`src/rtl/vga_pkg.sv`:
```
// Shared VGA screen geometry: default 640x480@60 timing and coordinate width.
// Imported by the timing generator, the renderer and pong_game.
package vga_pkg;

  localparam int unsigned COORD_W  = 10;

  localparam int unsigned H_ACTIVE = 640;
  localparam int unsigned H_FP     = 16;
  localparam int unsigned H_SYNC   = 96;
  localparam int unsigned H_BP     = 48;
  localparam int unsigned H_TOTAL  = H_ACTIVE + H_FP + H_SYNC + H_BP;

  localparam int unsigned V_ACTIVE = 480;
  localparam int unsigned V_FP     = 10;
  localparam int unsigned V_SYNC   = 2;
  localparam int unsigned V_BP     = 33;
  localparam int unsigned V_TOTAL  = V_ACTIVE + V_FP + V_SYNC + V_BP;

endpackage

```
`src/rtl/vga_timing.sv`:
```
// VGA raster timing generator: free-running h/v counters with a registered
// decode of sync, active-video, coordinates and line/frame strobes.
module vga_timing
  import vga_pkg::*;
#(
  parameter int unsigned H_ACTIVE = vga_pkg::H_ACTIVE,
  parameter int unsigned H_FP     = vga_pkg::H_FP,
  parameter int unsigned H_SYNC   = vga_pkg::H_SYNC,
  parameter int unsigned H_BP     = vga_pkg::H_BP,
  parameter int unsigned V_ACTIVE = vga_pkg::V_ACTIVE,
  parameter int unsigned V_FP     = vga_pkg::V_FP,
  parameter int unsigned V_SYNC   = vga_pkg::V_SYNC,
  parameter int unsigned V_BP     = vga_pkg::V_BP,
  parameter bit          SYNC_POL = 1'b0
) (
  input  logic               clk,
  input  logic               reset,
  output logic               hsync,
  output logic               vsync,
  output logic               video_active,
  output logic [COORD_W-1:0] pixel_x,
  output logic [COORD_W-1:0] pixel_y,
  output logic               line_start,
  output logic               frame_start
);

  localparam int unsigned HT = H_ACTIVE + H_FP + H_SYNC + H_BP;
  localparam int unsigned VT = V_ACTIVE + V_FP + V_SYNC + V_BP;

  // One extra bit so bounds equal to 2**COORD_W still compare correctly.
  localparam int unsigned CW = COORD_W + 1;
  localparam logic [CW-1:0] H_ACT_C = CW'(H_ACTIVE);
  localparam logic [CW-1:0] HS_BEG  = CW'(H_ACTIVE + H_FP);
  localparam logic [CW-1:0] HS_END  = CW'(H_ACTIVE + H_FP + H_SYNC);
  localparam logic [CW-1:0] H_LAST  = CW'(HT - 1);
  localparam logic [CW-1:0] V_ACT_C = CW'(V_ACTIVE);
  localparam logic [CW-1:0] VS_BEG  = CW'(V_ACTIVE + V_FP);
  localparam logic [CW-1:0] VS_END  = CW'(V_ACTIVE + V_FP + V_SYNC);
  localparam logic [CW-1:0] V_LAST  = CW'(VT - 1);

  if (HT > (1 << COORD_W) || VT > (1 << COORD_W)) begin : g_bad_totals
    $error("vga_timing: H/V totals exceed the %0d-bit counter range", COORD_W);
  end

  logic [COORD_W-1:0] h_cnt, v_cnt;
  logic [CW-1:0]      h_ext, v_ext;
  logic               h_wrap, v_wrap;
  logic               hs_on, vs_on, act_d;

  assign h_ext  = {1'b0, h_cnt};
  assign v_ext  = {1'b0, v_cnt};
  assign h_wrap = (h_ext == H_LAST);
  assign v_wrap = (v_ext == V_LAST);
  assign hs_on  = (h_ext >= HS_BEG) && (h_ext < HS_END);
  assign vs_on  = (v_ext >= VS_BEG) && (v_ext < VS_END);
  assign act_d  = (h_ext < H_ACT_C) && (v_ext < V_ACT_C);

  always_ff @(posedge clk) begin
    if (reset) begin
      h_cnt        <= '0;
      v_cnt        <= '0;
      pixel_x      <= '0;
      pixel_y      <= '0;
      video_active <= 1'b0;
      line_start   <= 1'b0;
      frame_start  <= 1'b0;
      hsync        <= ~SYNC_POL;
      vsync        <= ~SYNC_POL;
    end else begin
      h_cnt <= h_wrap ? '0 : h_cnt + 1'b1;
      if (h_wrap) v_cnt <= v_wrap ? '0 : v_cnt + 1'b1;

      // Outputs reflect the pre-increment position, one clock behind the counters.
      pixel_x      <= h_cnt;
      pixel_y      <= v_cnt;
      video_active <= act_d;
      line_start   <= (h_cnt == '0);
      frame_start  <= (h_cnt == '0) && (v_ext == V_ACT_C);
      hsync        <= hs_on ? SYNC_POL : ~SYNC_POL;
      vsync        <= vs_on ? SYNC_POL : ~SYNC_POL;
    end
  end

endmodule
```
`config.mk`:
```
export PLATFORM = sky130hd
export DESIGN_NAME = vga_timing
export DESIGN_NICKNAME = d
export VERILOG_FILES = /design/src/rtl/vga_pkg.sv /design/src/rtl/vga_timing.sv
export SDC_FILE = /design/constraint.sdc
export NUM_CORES = 1
export LEC_CHECK = 0
export ABC_AREA = 0
export ABC_CLOCK_PERIOD_IN_PS = 4850
export CORE_MARGIN = 1
export CORE_UTILIZATION = 30
export CTS_CLUSTER_SIZE = 8
export DETAILED_ROUTE_END_ITERATION = 16
export GPL_ROUTABILITY_DRIVEN = 1
export GPL_TIMING_DRIVEN = 0
export SYNTH_ARGS = -nofsm -noshare
export SYNTH_HDL_FRONTEND = slang
export SYNTH_SLANG_ARGS = --single-unit
```
`constraint.sdc`:
```
create_clock -name clk -period 4.85 [get_ports clk]
set_input_delay 0.97 -clock clk [delete_from_list [all_inputs] [get_ports clk]]
set_output_delay 0.97 -clock clk [all_outputs]
set_load 0.03 [all_outputs]
```
==> flow_summary_export.csv <==
group,metric,value,unit
run_status,outcome,"complete, no violations",
power,p_clk_share,41.5,%
critical_path,reg2reg_depth,8,
clock_network,htree_num_levels,2,
clock_network,clkTransAtPathRegs,0.08,ns
timing,fin_hold_ws,0.500,ns
clock_network,ctsResizeCount,0,
route,drc,0,
floorplan,die_area,0.00620,sq mm
synth,synthFlopType,"dfxtp_1",
route,drt-pass1-iter-count,4,
clock_network,hold_buffers,0,
global_route,grt_max_degree,14,
flow_run,drv_cap,0,
clock_network,clockRootBuffer,"clkbuf_8",
clock_network,cts_tree,"yes",
global_route,grt-ovfl-total,0,
worst_hold_path,whs_path_depth,2,
synth,syn-num-nets,180,
layout,regArea,901,sq um
layout,layout-drive-gt1-share,13.1,%
floorplan,start_util,31.7,%
floorplan,die_x,78.7,um
synth,yosys.area.top_type,"dfxtp_1",
synth,ys_warn_count,0,
layout,area_growth,25.9,%
critical_path,critical_path_required,3.88,ns
placement,portBuffers,25,
power,swShare,20.5,%
layout,final_cells,278,
synth,synth.area.top_cells,"dfxtp_1 51%, xor2_1 5.5%, nor2b_1 5.3%",
critical_path,crit_chain,"clkdlybuf4s50_1",
layout,num_antenna_cells,0,
critical_path,path_class,"reg -> out",
critical_path,reg2reg_slack,3.07,ns
critical_path,cpPeakStageDelay,0.67,ns
power,p_comb_share,4.2,%
power,internal_power,0.553,mW
timing,grt_setup_unrepaired,"false",
synth,syn_area,0.00177,sq mm
power,p_per_area,313,mW/mm^2
power,p_switching,0.142,mW
critical_path,critPathTopFamily,"buffers and inverters",
synth,synth.avg_cell_area,10.2,sq um
power,pwr-share-seq,54.3,%
synth,ys_seq_elements,45,
timing,setup_tns,0,ns
route,vias,1214,
timing,hold_viol_final,0,
synth,yosysMostFrequentCell,"dfxtp_1",
global_route,grt_pass1_vias,1120,
critical_path,cp_num_buf_inv,1,
layout,multi_input_area,762,sq um
clock_network,cts.path.max_buffers,2,
synth,synth_top_area_share,51.0,%
synth,synth_edf_count,0,
critical_path,regToRegStartpoint,"h_cnt[0]$_SDFF_PP0_",
placement,place.gp.congestion,0.723,
global_route,antenna_found_initial,0,
route,wl_per_cell,11.6,um
timing,relSlewSlack,64.9,%
clock_network,clock_latency,0.30,ns
global_route,gr-usage-all-layers,11.4,%
critical_path,end_kind,"output port",
critical_path,cp-start-kind,"register",
power,leakagePower,0.850,nW
critical_path,cp_slowest_cell,"clkdlybuf4s50_1",
timing,tightest_slew,0.527,ns
placement,dpl.hpwl,2.18,mm
route,dr.first_iter.drc_count,55,
timing,period_share,46.7,%
route,viasPerCell,4.37,
placement,dp_cells,270,
route,routed_wl,3.22,mm
layout,final_nets,212,
floorplan,fp.dieH,78.7,um
layout,n_fill_cell,562,
synth,seq_area_frac_synth,51.0,%
critical_path,worstPathMaxFanout,1,
worst_hold_path,min-delay-start,"h_cnt[1]$_SDFF_PP0_",
clock_network,post_cts_buffers,0,
synth,synthArstFlopShare,0,%
floorplan,io_pins,27,
clock_network,numCtsBuffers,5,
worst_hold_path,min_to,"pixel_x[1]$_SDFF_PP0_",
synth,netlist_top_cells_count,"45 x dfxtp_1, 19 x nor2_1, 15 x nor2b_1",
critical_path,rr_endpoint,"v_cnt[5]$_SDFFE_PP0N_",
route,ant_nets,0,
floorplan,rows,27,
critical_path,crit_arrival,1.30,ns
timing,fmax,0.441,GHz
power,ir_drop,0.112,mV
floorplan,core,0.00557,sq mm
synth,synth_cells,173,
critical_path,cp-startpoint,"pixel_y[0]$_SDFF_PP0_",
timing,setup_viol,0,
timing,period_needed,2.27,ns
worst_hold_path,hold_class,"reg -> reg",
timing,report.final.slew_viol_count,0,
timing,skew,0.00829,ns
synth,ys_types,40,
clock_network,cts_sinks,45,
global_route,grt_pass1_wl,5.39,mm
==> per-layer routing <==
layer	up-vias	GRT usage, %	wire, um
li1	638	-	-
met1	543	15.0	1670
met2	26	17.2	1390
met3	7	2.76	88
met4	0	5.56	66
met5	-	0	0
==> sequential cells by signal, summed over array words and instances, names as in the netlist <==
name / count
hsync: 1
pixel_y: 10
frame_start: 1
v_cnt: 10
pixel_x: 10
vsync: 1
line_start: 1
video_active: 1
h_cnt: 10
==> cell families (layout without fill, tap and decap cells) <==
| kind of cell | Yosys count | in the layout | share of synthesized area, % |
|---|---|---|---|
| AND/OR/NAND/NOR | 82 | 82 | 28.1 |
| flip-flops | 45 | 45 | 51.0 |
| buffers and inverters | 16 | 49 | 5.81 |
| XOR/XNOR | 14 | 14 | 6.95 |
| AO/OA/AOI/OAI | 9 | 9 | 3.47 |
| adder cells (fa/ha/maj) | 5 | 5 | 3.54 |
| multiplexers | 2 | 2 | 1.13 |
==> stage by stage <==
step	worst slack, ns	power (mW)	cell area, sq um	utilization (%)
5_1_grt	2.52	0.724	2220	39.9
2_1_floorplan	3.00	0.405	1770	-
3_3_place_gp	2.71	0.416	2110	37.8
4_1_cts	2.57	0.705	2220	39.9
6_report	2.58	0.696	2220	39.9
3_5_place_dp	2.73	0.416	2110	37.8
==> placed cells by master, fill, tap and decap left out, drive strengths merged <==
cell,netlist,routed
dfxtp,45,45
xnor2,3,3
a21oi,4,4
buf,8,8
clkbuf,2,9
or2,1,1
and2,1,1
o21ai,3,3
nor3b,1,1
mux2i,2,2
bufinv,0,1
nor4b,2,2
nand2,6,6
inv,6,6
ha,5,5
nor4bb,2,2
nor2,25,25
or4bb,1,1
and3b,1,1
nand4,6,6
a41o,1,1
o2111ai,1,1
xor2,11,11
clkdlybuf4s50,0,25
nor4,2,2
nor3,2,2
nor2b,16,16
and4b,1,1
or3,2,2
and4,2,2
and3,7,7
nand3,4,4
==> how the worst max path moves through the flow <==
stage / to / slack [ns] / cells after the start
4_1_cts: line_start / 2.57 / 1
3_3_place_gp: pixel_y[8]$_SDFF_PP0_ / 2.71 / 3
3_5_place_dp: v_cnt[8]$_SDFFE_PP0N_ / 2.73 / 3
5_1_grt: line_start / 2.52 / 1
2_1_floorplan: hsync$_SDFF_PP1_ / 3.00 / 3
6_report: pixel_y[0] / 2.58 / 1
==> power by group through the flow <==
stage               sequential, mW  clock [mW]  combinational [mW]
global placement             0.386           0              0.0298
CTS                          0.378       0.297              0.0302
finish                       0.378       0.289              0.0294
global route                 0.378       0.313              0.0326
floorplan                    0.391           0              0.0146
detailed placement           0.386           0              0.0299
==> layout make-up <==
cell class / count / share of cell area, %
Sequential cell: 45 / 40.5
Multi-Input combinational cell: 112 / 34.3
Timing Repair Buffer: 25 / 11.3
Tap cell: 72 / 4.05
Clock buffer: 7 / 3.89
Buffer: 10 / 3.60
Clock inverter: 1 / 1.35
Inverter: 6 / 1.01
==> worst min-delay path: stages (launching register included) <==
cell,delay (ns)
dfxtp_1,0.34
inv_1,0.08
nor2_1,0.05
Power figures use the tool's default switching activity.
